<file path="src/rtl/mac_lookup_ctrl_pkg.sv">
// Shared widths, multicast bit position and FSM encoding for the MAC lookup controller.
package mac_lookup_ctrl_pkg;

  localparam int MAC_W     = 48;
  localparam int HASH_W    = 10;
  localparam int PORT_W    = 16;
  localparam int INPORT_W  = 4;
  localparam int MCAST_BIT = 40;

  typedef enum logic [1:0] {
    ST_IDLE   = 2'd0,
    ST_LEARN  = 2'd1,
    ST_LOOKUP = 2'd2,
    ST_OUT    = 2'd3
  } state_t;

  function automatic logic [PORT_W-1:0] port_onehot(input logic [INPORT_W-1:0] port);
    return {{(PORT_W-1){1'b0}}, 1'b1} << port;
  endfunction

endpackage

</file>
<file path="src/rtl/mac_lookup_ctrl_if.sv">
// Header, forwarding, search-engine and aging signals of the MAC lookup controller.
interface mac_lookup_ctrl_if;
  import mac_lookup_ctrl_pkg::*;

  logic                hdr_valid;
  logic                hdr_ready;
  logic [MAC_W-1:0]    hdr_dmac;
  logic [MAC_W-1:0]    hdr_smac;
  logic [INPORT_W-1:0] hdr_inport;

  logic                fwd_valid;
  logic                fwd_ready;
  logic [PORT_W-1:0]   fwd_portmap;
  logic                fwd_flood;

  logic                se_source;
  logic [MAC_W-1:0]    se_mac;
  logic [PORT_W-1:0]   se_portmap;
  logic [HASH_W-1:0]   se_hash;
  logic                se_req;
  logic                se_ack;
  logic                se_nak;
  logic [PORT_W-1:0]   se_result;

  logic                aging_req;
  logic                aging_ack;

  modport master (
    output hdr_valid, hdr_dmac, hdr_smac, hdr_inport, fwd_ready,
           se_ack, se_nak, se_result, aging_ack,
    input  hdr_ready, fwd_valid, fwd_portmap, fwd_flood,
           se_source, se_mac, se_portmap, se_hash, se_req, aging_req
  );

  modport slave (
    input  hdr_valid, hdr_dmac, hdr_smac, hdr_inport, fwd_ready,
           se_ack, se_nak, se_result, aging_ack,
    output hdr_ready, fwd_valid, fwd_portmap, fwd_flood,
           se_source, se_mac, se_portmap, se_hash, se_req, aging_req
  );

endinterface

</file>
<file path="src/rtl/mac_lookup_ctrl_hash.sv">
// Bucket hash: XOR-fold of a 48-bit MAC into 10 bits (top byte zero-extended).
module mac_hash
  import mac_lookup_ctrl_pkg::*;
(
  input  logic [MAC_W-1:0]  mac,
  output logic [HASH_W-1:0] hash
);

  assign hash = mac[9:0] ^ mac[19:10] ^ mac[29:20] ^ mac[39:30] ^ {2'b00, mac[47:40]};

endmodule

</file>
<file path="src/rtl/mac_lookup_ctrl.sv">
// Per-frame learn/lookup sequencer in front of a MAC search engine.
// Optional aging-sweep timer is compiled in when MAC_AGING_EN is defined.
module mac_lookup_ctrl
  import mac_lookup_ctrl_pkg::*;
#(
  parameter logic [31:0] AGING_PERIOD = 32'd50_000_000,
  parameter logic [7:0]  SE_TIMEOUT   = 8'd255
) (
  input logic              clk,
  input logic              rstn,
  mac_lookup_ctrl_if.slave bus
);

  state_t              state, state_nxt;
  logic [MAC_W-1:0]    dmac_q;
  logic [INPORT_W-1:0] inport_q;
  logic [HASH_W-1:0]   smac_hash, dmac_hash;
  logic                se_req_q, se_source_q;
  logic [MAC_W-1:0]    se_mac_q;
  logic [PORT_W-1:0]   se_portmap_q;
  logic [HASH_W-1:0]   se_hash_q;
  logic [7:0]          to_cnt;
  logic [1:0]          lat_cnt;
  logic                decided;
  logic [PORT_W-1:0]   fwd_portmap_q;
  logic                fwd_flood_q;
  logic                hdr_ready_c, fwd_valid_c;
  logic                se_resp, se_timeout, se_done, dmac_mcast, lookup_resolved;

  mac_hash u_smac_hash (.mac(bus.hdr_smac), .hash(smac_hash));
  mac_hash u_dmac_hash (.mac(dmac_q),       .hash(dmac_hash));

  assign se_resp         = se_req_q && (bus.se_ack || bus.se_nak);
  assign se_timeout      = se_req_q && !se_resp && (to_cnt == SE_TIMEOUT - 8'd1);
  assign se_done         = se_resp || se_timeout;
  assign dmac_mcast      = dmac_q[MCAST_BIT];
  assign lookup_resolved = decided || dmac_mcast || se_done;

  always_ff @(posedge clk or negedge rstn) begin
    if (!rstn) state <= ST_IDLE;
    else       state <= state_nxt;
  end

  // OUT is entered only once the decision exists and three edges have passed since acceptance.
  always_comb begin
    state_nxt = state;
    case (state)
      ST_IDLE:   if (bus.hdr_valid) state_nxt = bus.hdr_smac[MCAST_BIT] ? ST_LOOKUP : ST_LEARN;
      ST_LEARN:  if (se_done) state_nxt = ST_LOOKUP;
      ST_LOOKUP: if (lookup_resolved && (lat_cnt >= 2'd2)) state_nxt = ST_OUT;
      ST_OUT:    if (bus.fwd_ready) state_nxt = ST_IDLE;
      default:   state_nxt = ST_IDLE;
    endcase
  end

  always_comb begin
    hdr_ready_c = 1'b0;
    fwd_valid_c = 1'b0;
    case (state)
      ST_IDLE: hdr_ready_c = rstn;
      ST_OUT:  fwd_valid_c = 1'b1;
      default: ;
    endcase
  end

  always_ff @(posedge clk or negedge rstn) begin
    if (!rstn) begin
      dmac_q        <= '0;
      inport_q      <= '0;
      se_req_q      <= 1'b0;
      se_source_q   <= 1'b0;
      se_mac_q      <= '0;
      se_portmap_q  <= '0;
      se_hash_q     <= '0;
      to_cnt        <= '0;
      lat_cnt       <= '0;
      decided       <= 1'b0;
      fwd_portmap_q <= '0;
      fwd_flood_q   <= 1'b0;
    end else begin
      case (state)
        ST_IDLE: begin
          lat_cnt <= '0;
          decided <= 1'b0;
          if (bus.hdr_valid) begin
            dmac_q   <= bus.hdr_dmac;
            inport_q <= bus.hdr_inport;
            if (!bus.hdr_smac[MCAST_BIT]) begin
              se_req_q     <= 1'b1;
              se_source_q  <= 1'b1;
              se_mac_q     <= bus.hdr_smac;
              se_portmap_q <= port_onehot(bus.hdr_inport);
              se_hash_q    <= smac_hash;
              to_cnt       <= '0;
            end
          end
        end
        ST_LEARN: begin
          if (lat_cnt != 2'd3) lat_cnt <= lat_cnt + 2'd1;
          if (se_done)       se_req_q <= 1'b0;
          else if (se_req_q) to_cnt   <= to_cnt + 8'd1;
        end
        ST_LOOKUP: begin
          if (lat_cnt != 2'd3) lat_cnt <= lat_cnt + 2'd1;
          if (!decided) begin
            // Broadcast/multicast destinations never reach the search engine.
            if (dmac_mcast) begin
              decided       <= 1'b1;
              fwd_portmap_q <= ~port_onehot(inport_q);
              fwd_flood_q   <= 1'b1;
            end else if (se_req_q) begin
              if (se_done) begin
                se_req_q <= 1'b0;
                decided  <= 1'b1;
                if (se_req_q && bus.se_ack) begin
                  fwd_portmap_q <= bus.se_result & ~port_onehot(inport_q);
                  fwd_flood_q   <= 1'b0;
                end else begin
                  fwd_portmap_q <= ~port_onehot(inport_q);
                  fwd_flood_q   <= 1'b1;
                end
              end else begin
                to_cnt <= to_cnt + 8'd1;
              end
            end else begin
              se_req_q     <= 1'b1;
              se_source_q  <= 1'b0;
              se_mac_q     <= dmac_q;
              se_portmap_q <= '0;
              se_hash_q    <= dmac_hash;
              to_cnt       <= '0;
            end
          end
        end
        default: ;
      endcase
    end
  end

  assign bus.hdr_ready   = hdr_ready_c;
  assign bus.fwd_valid   = fwd_valid_c;
  assign bus.fwd_portmap = fwd_portmap_q;
  assign bus.fwd_flood   = fwd_flood_q;
  assign bus.se_req      = se_req_q;
  assign bus.se_source   = se_source_q;
  assign bus.se_mac      = se_mac_q;
  assign bus.se_portmap  = se_portmap_q;
  assign bus.se_hash     = se_hash_q;

`ifdef MAC_AGING_EN
  logic [31:0] age_cnt;
  logic        aging_req_q;

  // Timer freezes while a sweep is outstanding and restarts from zero after the ack.
  always_ff @(posedge clk or negedge rstn) begin
    if (!rstn) begin
      age_cnt     <= '0;
      aging_req_q <= 1'b0;
    end else if (aging_req_q) begin
      if (bus.aging_ack) aging_req_q <= 1'b0;
    end else if (age_cnt == AGING_PERIOD - 32'd1) begin
      aging_req_q <= 1'b1;
      age_cnt     <= '0;
    end else begin
      age_cnt <= age_cnt + 32'd1;
    end
  end

  assign bus.aging_req = aging_req_q;
`else
  logic unused_aging_ack;
  assign unused_aging_ack = bus.aging_ack;
  assign bus.aging_req    = 1'b0;
`endif

endmodule

</file>
<file path="src/flat_wrapper.sv">
// flat-port wrapper written by rule: the top's interface ports become plain ports
module mac_lookup_ctrl_flat import mac_lookup_ctrl_pkg::*;
#(
  parameter logic [31:0] AGING_PERIOD = 32'd50_000_000,
  parameter logic [7:0]  SE_TIMEOUT   = 8'd255
)
  (clk, rstn, bus_hdr_valid, bus_hdr_dmac, bus_hdr_smac, bus_hdr_inport, bus_fwd_ready, bus_se_ack, bus_se_nak, bus_se_result, bus_aging_ack, bus_hdr_ready, bus_fwd_valid, bus_fwd_portmap, bus_fwd_flood, bus_se_source, bus_se_mac, bus_se_portmap, bus_se_hash, bus_se_req, bus_aging_req);
  mac_lookup_ctrl_if bus_i ();
  input logic clk;
  input logic rstn;
  input wire logic [$bits(bus_i.hdr_valid)-1:0] bus_hdr_valid;
  input wire logic [$bits(bus_i.hdr_dmac)-1:0] bus_hdr_dmac;
  input wire logic [$bits(bus_i.hdr_smac)-1:0] bus_hdr_smac;
  input wire logic [$bits(bus_i.hdr_inport)-1:0] bus_hdr_inport;
  input wire logic [$bits(bus_i.fwd_ready)-1:0] bus_fwd_ready;
  input wire logic [$bits(bus_i.se_ack)-1:0] bus_se_ack;
  input wire logic [$bits(bus_i.se_nak)-1:0] bus_se_nak;
  input wire logic [$bits(bus_i.se_result)-1:0] bus_se_result;
  input wire logic [$bits(bus_i.aging_ack)-1:0] bus_aging_ack;
  output wire logic [$bits(bus_i.hdr_ready)-1:0] bus_hdr_ready;
  output wire logic [$bits(bus_i.fwd_valid)-1:0] bus_fwd_valid;
  output wire logic [$bits(bus_i.fwd_portmap)-1:0] bus_fwd_portmap;
  output wire logic [$bits(bus_i.fwd_flood)-1:0] bus_fwd_flood;
  output wire logic [$bits(bus_i.se_source)-1:0] bus_se_source;
  output wire logic [$bits(bus_i.se_mac)-1:0] bus_se_mac;
  output wire logic [$bits(bus_i.se_portmap)-1:0] bus_se_portmap;
  output wire logic [$bits(bus_i.se_hash)-1:0] bus_se_hash;
  output wire logic [$bits(bus_i.se_req)-1:0] bus_se_req;
  output wire logic [$bits(bus_i.aging_req)-1:0] bus_aging_req;
  assign bus_i.hdr_valid = bus_hdr_valid;
  assign bus_i.hdr_dmac = bus_hdr_dmac;
  assign bus_i.hdr_smac = bus_hdr_smac;
  assign bus_i.hdr_inport = bus_hdr_inport;
  assign bus_i.fwd_ready = bus_fwd_ready;
  assign bus_i.se_ack = bus_se_ack;
  assign bus_i.se_nak = bus_se_nak;
  assign bus_i.se_result = bus_se_result;
  assign bus_i.aging_ack = bus_aging_ack;
  assign bus_hdr_ready = bus_i.hdr_ready;
  assign bus_fwd_valid = bus_i.fwd_valid;
  assign bus_fwd_portmap = bus_i.fwd_portmap;
  assign bus_fwd_flood = bus_i.fwd_flood;
  assign bus_se_source = bus_i.se_source;
  assign bus_se_mac = bus_i.se_mac;
  assign bus_se_portmap = bus_i.se_portmap;
  assign bus_se_hash = bus_i.se_hash;
  assign bus_se_req = bus_i.se_req;
  assign bus_aging_req = bus_i.aging_req;
  mac_lookup_ctrl #(.AGING_PERIOD(AGING_PERIOD), .SE_TIMEOUT(SE_TIMEOUT)) u_core (.clk(clk), .rstn(rstn), .bus(bus_i));
endmodule
</file>
<file path="config.mk">
export PLATFORM = sky130hd
export DESIGN_NAME = mac_lookup_ctrl_flat
export DESIGN_NICKNAME = d
export VERILOG_FILES = /design/src/rtl/mac_lookup_ctrl_pkg.sv /design/src/rtl/mac_lookup_ctrl_if.sv /design/src/rtl/mac_lookup_ctrl_hash.sv /design/src/rtl/mac_lookup_ctrl.sv /design/src/flat_wrapper.sv
export SDC_FILE = /design/constraint.sdc
export NUM_CORES = 1
export LEC_CHECK = 0
export ABC_AREA = 1
export CAP_MARGIN = 0
export CORE_UTILIZATION = 50
export CTS_CLUSTER_DIAMETER = 150
export CTS_CLUSTER_SIZE = 40
export DETAILED_ROUTE_END_ITERATION = 6
export GPL_TIMING_DRIVEN = 1
export PLACE_DENSITY = 0.92
export SLEW_MARGIN = 15
export SYNTH_ARGS = -nofsm -noshare
export SYNTH_HDL_FRONTEND = slang
export SYNTH_SLANG_ARGS = --single-unit
</file>
<file path="constraint.sdc">
create_clock -name clk -period 4.9 [get_ports clk]
set_input_delay 0.98 -clock clk [delete_from_list [all_inputs] [get_ports clk]]
set_output_delay 0.98 -clock clk [all_outputs]
set_load 0.1 [all_outputs]
</file>
# Word-level counts from Yosys, hierarchy flattened
# Index checks and enable logic that the tools add are counted.
# word_totals
reg_bits	158
latch_bits	0
ramBits	0
romBits	0
out_inout_bits	96
wordCells	132
n_memories	0
# classes
n_addsub	2
n_mul	0
n_div	0
n_lt_le_gt_ge	1
n_eq_ne	17
n_shift	2
muxes	62
bitwise	11
reduce_logical	24
# op_table
operator	n
48-bit 2-to-1 mux	5
16-bit 2-to-1 mux	9
48-bit case mux with 2 select lines	1
8-bit 2-to-1 mux	8
10-bit XOR	6
10-bit 2-to-1 mux	5
16-bit case mux with 2 select lines	1
1-bit by 4-bit left shift with 16-bit output (first input constant)	2
8-bit case mux with 3 select lines	1
1-bit 2-to-1 mux	20
10-bit case mux with 2 select lines	1
10-bit by 8-bit XOR with 10-bit output	2
16-bit bitwise AND	1
2-bit != test (second input constant)	8
16-bit NOT	1
2-bit 2-to-1 mux	6
6-bit AND reduction	2
8-bit by 1-bit adder with 8-bit output (second input constant)	1
8-bit == test (second input constant)	1
2-bit by 1-bit != test with 1-bit output (second input constant)	4
2-bit case mux with 4 select lines	1
4-bit AND reduction	2
8-bit AND reduction	1
2-bit nonzero test	4
16 further kinds	26

# Longest topological paths before layout
# Gate-level depths: netlist of run 1.
# depth
ltp_word	11
ltp_mapped	12
mapped_depth_nobuf	11

# Cells and area by module
# Synthesis of run 1 repeated with hierarchy kept, for this count alone.
# hier_totals
hier_cells	1006
area_unflattened_um2	8216.6
# modules_own_cells
mod	n_inst	cells_per_inst	area_per_inst_um2
mac_lookup_ctrl	1	770	7110.6
mac_hash	2	118	553.0

# Worst setup path before layout of run 1
# OpenSTA, ideal clock, no wires.
# synth_path
kind	in2out
start	input port rstn
end	output port bus_hdr_ready
arrival_time_ns	1.606
path_slack_ns	2.314
path_stages	2
path_buffers	0
cell_sequence	nand2_1 inv_1
# synth_between
elab_chain_cells	1
# synth_lines
item	line_no	rtl
start: declaration	flat_wrapper.sv:10	input logic rstn;
1-bit 2-to-1 mux	mac_lookup_ctrl.sv:59	case (state)
end: declaration	flat_wrapper.sv:20	output wire logic [$bits(bus_i.hdr_ready)-1:0] bus_hdr_ready;
# Every way passes these cells.

# Final worst setup path of run 1
# layout_path
start	register u_core.se_req_q (netlist: u_core.bus.se_req)
end	output port bus_se_req
# layout_lines
item	line_no	rtl
start: declaration	mac_lookup_ctrl.sv:18	logic se_req_q, se_source_q;
start signal: assignment	mac_lookup_ctrl.sv:70	se_req_q <= 1'b0;
start signal: assignment	mac_lookup_ctrl.sv:89	se_req_q <= 1'b1;
start signal: assignment	mac_lookup_ctrl.sv:100	if (se_done) se_req_q <= 1'b0;
end: declaration	flat_wrapper.sv:28	output wire logic [$bits(bus_i.se_req)-1:0] bus_se_req;
# No word-level cell between the ends.

==> impl_results.md, run 1 <==
* Status: finished, final reports clean
* Crit end category: output port
* Unrepaired setup endpoints after global routing: no
* Worst path slowest cell: clkdlybuf4s50_1
* Initial antenna violation count at 0
* WL final at 22660 microns
* Chip width at 129.3 microns
* Resized cells post-CTS at 0
* Biggest cell delay along the critical path at 1240 ps
* Buffer depth of the longest clock path at 2
* DP HPWL at about 16000 microns
* Area delta synth->final at 35.08%
* Crit Path Category: flop to output port
* Critical path launch point type: flop
* Max-Cap Viols at 0
* Worst path cell trace: clkdlybuf4s50_1
* Hold Crit Class: primary input to async pin
* DRC viols at 0
* Reg area at roughly 4000 sq um
* Area share of the largest cell type after synthesis at 48.46%
* FMAX at 0.3061 GHz
* 1st-iter DRT viols at roughly 600
* Post-CTS Setup Bufs at 0
* Synthesized area at 8107 sq um
* GP Congestion at approximately 0.9
* Nets at 1278
* WL per Instance at 16.46 microns
* Die height at 129.3 microns
* Worst-Skew Late Latency at approximately 430 ps
* Setup tns final at 0 ps
* DIE AREA at 16730 sq um
* Largest net degree at the start of global routing at just over 80
* Endpoints failing setup at 0
* Starting Density at between 50 and 60%
* FF+latch count, synth at 157
* Ports at 219
* Vias in the first global route at 7562
* Remaining global-route overflow at 0
* Row count at 46
* Seq/Total Area, Yosys at 48.46%
* Synth warnings at 0
* CTS tree: yes
* Cts bufs inserted at 17
* Max Slew Vio Count at 0
* Largest delay share family, worst path: buffers and inverters
* First-pass DRT Iterations at 5
* Final worst path period share at 66.66%
* Slew @ Worst Pin at 1096 ps
* CTS H-tree depth at 4
* Multi-input logic area at around 3800 sq um
* Required @ worst endpoint at between 3000 and 4000 ps
* Port bufs at 215
* Overall global routing resource usage at 28.61%
* Final hold vios at 0
* Layout cells sized above 1 at under 10%
* Post-synth cell types at 31
* Worst slew margin at 26.85%
* Root Driver: clkbuf_16
* Global-route wire length before repair at 36710 microns
* Clock-pin slew on the worst setup and hold paths at 60 ps
* Post-layout min period at ~3300 ps
* Worst Path Buf+Inv at 1
* Vias at around 7500
* Via density at 5.473
* Crit path arrival time at roughly 2300 ps
* ANT cells at 0
* Antenna viol nets, final at 0
* Synth Area per Inst at 8.471 sq um
* Critical Path Fanout Max at 13
* # fillers at between 1000 and 1500
* # hold bufs at CTS at 0
* Cell accounting for the most synthesized area: dfrtp_1
* Clk sinks at 157
* Area contributors post-synth: dfrtp_1 (48%), nand2_1 (13%), mux2_2 (5.6%), a31oi_1 (3.6%), xor2_1 (3.6%)
* Clock skew at between 10 and 15 ps
* Core Footprint at 15830 sq um
* Gate Count Post-Synth at 957
final timing paths:
check / from / endpoint / slack (ps) / depth (start not counted)
worst min-delay path: rstn / u_core.to_cnt[1] / 390 / 1
worst max-delay path: u_core.bus.se_req / bus_se_req / 1630 / 1
worst max register to register: u_core.state[0] / u_core.bus.se_portmap[5] / 1640 / 7
worst min register to register: u_core.bus.se_hash[7] / u_core.bus.se_hash[7] / 480 / 2
max in group asynchronous: rstn / u_core.dmac_q[38] / 3230 / 2
min in group clk: u_core.bus.se_hash[7] / u_core.bus.se_hash[7] / 480 / 2
placed cells by master (no fill, tap or decap), types with 2 or more instances in the layout:
master	synthesis	layout
a21oi_1	10	10
a31oi_1	47	47
buf_4	4	6
bufinv_16	0	2
clkbuf_16	0	17
clkdlybuf4s50_1	0	213
clkinv_1	5	4
clkinvlp_4	0	4
conb_1	1	2
dfrtp_1	157	157
ha_1	8	7
inv_1	44	44
inv_2	2	3
inv_6	0	6
mux2_2	40	40
nand2_1	290	289
nand2_2	1	2
nand3_1	51	51
nand3b_1	18	18
nand4_1	33	33
nor2_1	68	68
o21ai_0	55	55
o21ai_1	6	6
or2_2	2	2
xnor2_1	28	28
xor2_1	33	33
logic make-up after synthesis:
group	share of synthesized area, %
other cells	0.04626
buf+inv	5.186
xor+xnor	6.591
fa+ha+maj	1.235
compound gates	8.273
mux	5.556
simple gates	24.65
flops	48.46
metal layers:
metal	track usage, %	vias up	share of wire (%)	wire length (microns)
li1	-	3543	-	-
met1	30.90	3576	37	8335
met2	49.37	348	50	11250
met3	8.794	64	9.1	2052
met4	17.30	0	4.5	1022
met5	0	-	0	0
cell usage after synthesis, drive strengths merged:
| master | n |
|---|---|
| a21oi | 10 |
| a22oi | 1 |
| a31oi | 47 |
| buf | 25 |
| clkbuf | 26 |
| clkinv | 5 |
| conb | 1 |
| dfrtp | 157 |
| ha | 8 |
| inv | 46 |
| mux2 | 40 |
| nand2 | 291 |
| nand3 | 52 |
| nand3b | 18 |
| nand4 | 33 |
| nor2 | 69 |
| nor3 | 1 |
| o21ai | 61 |
| o21bai | 1 |
| o22ai | 1 |
| or2 | 3 |
| xnor2 | 28 |
| xor2 | 33 |
state kept, by name, summed over array words and instances (netlist names):
name / flops
u_core.dmac_q: 48
u_core.bus.se_mac: 47
u_core.bus.fwd_portmap: 16
u_core.bus.se_portmap: 16
u_core.bus.se_hash: 10
u_core.to_cnt: 8
u_core.inport_q: 4
u_core.lat_cnt: 2
u_core.state: 2
u_core.bus.fwd_flood: 1
u_core.bus.se_req: 1
u_core.bus.se_source: 1
u_core.decided: 1
through the flow:
step | area, sq um | utilization, % | cells | hold slack [ps] | worst slack, ps
after floorplan | 8110 | - | 958 | 490.1 | 2314
after global placement | 10360 | 65.49 | 1344 | 461.4 | 1612
after detailed placement | 10360 | 65.49 | 1344 | 469.9 | 1590
after CTS | 10950 | 69.19 | 1376 | 384.6 | 1632
after global routing | 10950 | 69.19 | 1376 | 387.6 | 1373
final | 10950 | 69.19 | 1376 | 393.7 | 1634
final cells by class:
| type | count | area share, % |
|---|---|---|
| Clock buffer | 18 | 3.919 |
| Tap cell | 216 | 2.468 |
| Clock inverter | 14 | 1.428 |
| Multi-Input combinational cell | 699 | 34.39 |
| Inverter | 51 | 1.748 |
| Timing Repair Buffer | 221 | 20.17 |
| Sequential cell | 157 | 35.88 |
Power of run 1 is not shown: default switching activity piles up to over one toggle a cycle in this logic, so the estimate is an artifact.
==> run 2: changes to the inputs <==
--- a/config.mk
+++ b/config.mk
@@ -7,12 +7,12 @@
 export LEC_CHECK = 0
 export ABC_AREA = 1
 export CAP_MARGIN = 0
-export CORE_UTILIZATION = 50
+export CORE_UTILIZATION = 44
 export CTS_CLUSTER_DIAMETER = 150
 export CTS_CLUSTER_SIZE = 40
 export DETAILED_ROUTE_END_ITERATION = 6
 export GPL_TIMING_DRIVEN = 1
-export PLACE_DENSITY = 0.92
+export PLACE_DENSITY = 0.87
 export SLEW_MARGIN = 15
 export SYNTH_ARGS = -nofsm -noshare
 export SYNTH_HDL_FRONTEND = slang
==> constraint.sdc (replaced) <==
create_clock -name clk -period 2.9 [get_ports clk]
set_input_delay 0.58 -clock clk [delete_from_list [all_inputs] [get_ports clk]]
set_output_delay 0.58 -clock clk [all_outputs]
set_load 0.1 [all_outputs]
==> run 2 against run 1 <==
Effect of this change:
- cell area decreased by 0.66%
- global-route usage decreased by 4.1 points
- clock skew decreased by 4.5 ps
- routed wire length decreased by 0.86%
- cell count increased by 1.4%
==> impl_results.md, run 2 (synthesis results as in run 1) <==
* Status: finished, final reports clean
* Vias at 7308
* 1st-iter DRT viols at 422
* Critical Path Fanout Max at 20
* # fillers at around 1500
* Most common cell after layout, fill and taps aside: nand2_1
* # hold bufs at CTS at 0
* Worst slew margin at 45.24%
* FF-to-FF End: u_core.bus.se_mac[10]
* First-pass DRT Iterations at 6
* Max-Cap Viols at 0
* Initial antenna violation count at 1
* Overall global routing resource usage at 24.53%
* Setup tns final at 0 ps
* CTS tree: yes
* DIE AREA at 18970 sq um
* Nets at between 1000 and 1500
* Area delta synth->final at 34.19%
* Resized cells post-CTS at 0
* Crit end category: flop
* Reg2reg path depth at 10
* Hold Crit Class: primary input to async pin
* DP HPWL at 15950 microns
* Most frequent cells in the layout: nand2_1 (289), dfrtp_1 (157), clkdlybuf4s50_1 (120)
* Post-layout min period at 2241 ps
* GP Congestion at approximately 0.9
* Largest net degree at the start of global routing at 158
* Crit Path Category: flop to flop
* Slew @ Worst Pin at ~800 ps
* Crit path arrival time at 2570 ps
* Final worst setup slack at approximately 660 ps
* Critical path launch point type: flop
* Clock-pin slew on the worst setup and hold paths at 70 ps
* Layout cells sized above 1 at 16.30%
* Vias in the first global route at 7012
* Unrepaired setup endpoints after global routing: no
* Placement Setup Slack at 441.1 ps
* Starting Density at 44.97%
* CTS H-tree depth at 4
* FF-to-FF setup slack at 660 ps
* Antenna viol nets, final at 0
* Cts bufs inserted at 17
* WL per Instance at about 16 microns
* DRC viols at 0
* Die height at 137.7 microns
* Final worst path period share at 77.28%
* Via density at 5.239
* Root Driver: clkbuf_16
* Core Footprint at roughly 18000 sq um
* Worst-Skew Late Latency at 420 ps
* Multi-input logic area at 3766 sq um
* Chip width at 137.7 microns
* Remaining global-route overflow at 0
* Global-route wire length before repair at 35160 microns
* Max Slew Vio Count at 0
* ANT cells at 0
* FMAX at approximately 0.45 GHz
* Most flops, register: u_core.dmac_q
* Reg area at just under 4000 sq um
* Final hold vios at 0
* Max reg flops at 48
* Clk sinks at around 160
* WL final at ~22000 microns
* Post-CTS Setup Bufs at 0
* Ports at 219
* R2R Path Start: u_core.state[0]
* Port bufs at 215
* Required @ worst endpoint at ~3200 ps
* Clock skew at 9.638 ps
* Endpoints failing setup at 0
* Buffer depth of the longest clock path at 2
* Row count at 49
[run 2: changes by cell type in the layout (fill, tap and decap cells not counted), sizes merged]
cell	previous run	this run
clkdlybuf4s50	213	120
clkbuf	18	21
clkinvlp	4	2
bufinv	2	3
buf	8	107
inv	53	51
[run 2: worst max path at each step]
stage                      start                     to  cells after the start
2_1_floorplan  u_core.bus.se_req        u_core.state[0]                     10
3_3_place_gp       bus_hdr_valid  u_core.bus.se_mac[13]                      8
3_5_place_dp       bus_hdr_valid  u_core.bus.se_mac[10]                      8
4_1_cts          u_core.state[0]          bus_hdr_ready                      5
5_1_grt          u_core.state[0]  u_core.bus.se_mac[10]                     10
6_report         u_core.state[0]  u_core.bus.se_mac[10]                     10
[run 2: area by class of cell]
cell class	instances	area share (%)
clock buffers	21	4.417
well taps	229	2.634
repair buffers	227	19.04
clock inverters	11	1.415
flip-flops and latches	157	36.12
multi-input cells	699	34.62
inverters	51	1.760
[run 2: metal layers]
metal	part of all wire [%]	global-route usage [%]	vias up
met4	3.8	11.47	2
met2	49	41.74	306
met3	10	9.419	47
li1	-	-	3557
met5	0.067	0	-
met1	37	26.85	3396
[run 2: stage by stage]
stage	std cells	utilization (%)	cell area, sq um	hold slack (ps)
finish	1395	60.35	10880	317.7
global route	1395	60.35	10880	383.5
CTS	1395	60.35	10880	359.2
detailed placement	1363	56.83	10240	466.6
global placement	1363	56.83	10240	463.5
floorplan	958	-	8110	284.4
[run 2: worst max-delay path, stage by stage (launching register included)]
cell and delay (ps):
dfrtp_1 400, inv_1 90, ha_1 290, inv_2 80
or2_1 130, nand3_2 100, nor3_4 380, buf_4 220
buf_4 230, nor2_1 60, a31oi_1 160
Power of run 2 is left out for the same reason.
==> run 3: changes to the inputs <==
==> constraint.sdc (replaced) <==
create_clock -name clk -period 1.9 [get_ports clk]
set_input_delay 0.38 -clock clk [delete_from_list [all_inputs] [get_ports clk]]
set_output_delay 0.38 -clock clk [all_outputs]
set_load 0.1 [all_outputs]
==> run 3 against run 2 <==
Effect of this change:
- the flow now finishes with violations (setup timing)
- clock skew up 3.2 ps
- global-route usage grew 0.68 points
- clock-buffer cell count is 3 lower
- utilization up 7.5 points
- via count rose by 6.8%
- sequential share of layout area down 4.0 points
- first-iteration DRC count increased by 26%
- critical path type unchanged
==> impl_results.md, run 3 (synthesis results as in run 1) <==
* Clock-pin slew on the worst setup and hold paths at 70 ps
* Most common cell after layout, fill and taps aside: nand2_1
* CTS tree: yes
* Worst-Skew Late Latency at 430 ps
* ANT cells at 0
* Max Slew Vio Count at 0
* 1st-iter DRT viols at between 500 and 600
* Vias at roughly 8000
* Most frequent cells in the layout: nand2_1 (281), dfrtp_1 (156), clkdlybuf4s50_1 (120)
* DP HPWL at 16730 microns
* Largest net degree at the start of global routing at 158
* Max-Cap Viols at 0
* Crit Path Category: flop to flop
* Die height at 137.7 microns
* DRC viols at 0
* CTS H-tree depth at 4
* Worst path cell trace: inv_2, ha_4, inv_2, or2_4, nand3_4, nor3_4, buf_12, buf_12, inv_8, buf_6, nand2_1, nand2_1
* Overall global routing resource usage at between 20% and 30%
* Final worst path period share at 101.4%
* Max reg flops at 48
* Multi-input logic area at 3955 sq um
* Critical path launch point type: flop
* Starting Density at between 40% and 50%
* Layout cells sized above 1 at 22.66%
* # fillers at 1393
* FF-to-FF End: u_core.bus.se_hash[1]
* Remaining global-route overflow at 0
* Cts bufs inserted at 17
* Final worst setup slack at -25.68 ps
* FF-to-FF setup slack at -30 ps
* Buffer depth of the longest clock path at 2
* WL per Instance at 17.77 microns
* Slew @ Worst Pin at 918.8 ps
* R2R Path Start: u_core.state[1]
* Worst slew margin at 38.74%
* Root Driver: clkbuf_16
* Core Footprint at roughly 18000 sq um
* Unrepaired setup endpoints after global routing: yes
* Initial antenna violation count at 1
* Biggest cell delay along the critical path at 380 ps
* Reg area at 3930 sq um
* Required @ worst endpoint at 2210 ps
* Antenna viol nets, final at 0
* GP Congestion at 0.8732
* WL final at 25480 microns
* Hold Crit Class: primary input to async pin
* Final hold vios at 0
* First-pass DRT Iterations at 5
* Final Util at between 60 and 70%
* Clock skew at about 13 ps
* DIE AREA at 18970 sq um
* Critical Path Fanout Max at 7
* Port bufs at 215
* Clk sinks at 157
* Most flops, register: u_core.dmac_q
* Chip width at 137.7 microns
* Crit path arrival time at 2240 ps
* Via density at about 5.4
* Endpoints failing setup at 9
* FMAX at 0.5193 GHz
* Worst path slowest cell: dfrtp_1
* Post-layout min period at just under 2000 ps
* Failing checks: setup timing
* Crit end category: flop
* Area delta synth->final at 50.81%
* Global-route wire length before repair at roughly 36000 microns
* Nets at 1323
* Status: complete, but fails checks
* Row count at 49
* Reg2reg path depth at 12
* Vias in the first global route at roughly 7400
* Critical Path Source: u_core.state[1]
* Ports at 219
[run 3: cell count changes in the layout (fill, tap and decap cells not counted), moves of 3 or more]
cell,change
buf_12,+56
inv_8,+3
nor2_2,+19
clkbuf_8,-4
nor2_4,+8
buf_6,+4
clkbuf_16,+9
nand2_2,+7
nor2_1,-27
o21ai_1,+14
buf_4,-32
o21ai_0,-15
nand2_1,-8
[run 3: final cells by class]
cell class                 instances  share of cell area (%)
multi-input combinational        699                   32.35
sequential                       157                   32.15
timing repair buffer             266                   26.70
clock buffer                      18                   3.510
tap                              229                   2.344
inverter                          51                   1.627
clock inverter                    14                   1.320
[run 3: how the worst max path moves through the flow]
stage,endpoint,slack [ps],cells after the start
after floorplan,u_core.bus.se_mac[39],80,11
after global placement,u_core.bus.se_portmap[3],-30,7
after detailed placement,u_core.bus.se_portmap[6],-100,7
after CTS,u_core.bus.se_portmap[2],-0.3,7
after global routing,u_core.bus.se_hash[8],-110,12
final,u_core.bus.se_hash[1],-30,12
[run 3: critical path: cells and delay by family, from the launching register on]
kind	cells	cell delay, ps
fa+ha+maj	1	180
buf+inv	6	640
simple gates	5	600
flops	1	380
[run 3: stage by stage]
step           hold WS (ps)  setup slack (ps)  cell area [sq um]  TNS (ps)  std cells
4_1_cts               168.1           -0.3357              11680   -0.3357       1415
2_1_floorplan         84.41             80.58               8114         0        958
3_5_place_dp          472.9            -104.1              11070     -3843       1382
3_3_place_gp          465.9            -32.74              11070     -1158       1382
5_1_grt               193.8            -111.2              12230     -4917       1434
6_report              63.40            -25.68              12230    -88.59       1434
[run 3: routing by layer]
layer  up-vias  track usage, %  share of wire (%)
li1       3626               -                  -
met1      3766           26.65                 36
met2       345           45.42                 52
met3        63           8.425                8.5
met4         2           10.81                3.1
met5         -               0              0.051
[run 3: repair_timing]
action,CTS,global route
pin swaps,0,4
resized for setup,4,79
setup buffers,1,7
endpoints found under the hold margin,0,0
gates cloned,0,12
endpoints found under the setup margin,74,75
hold buffers,0,0
Power of run 3 is left out for the same reason.
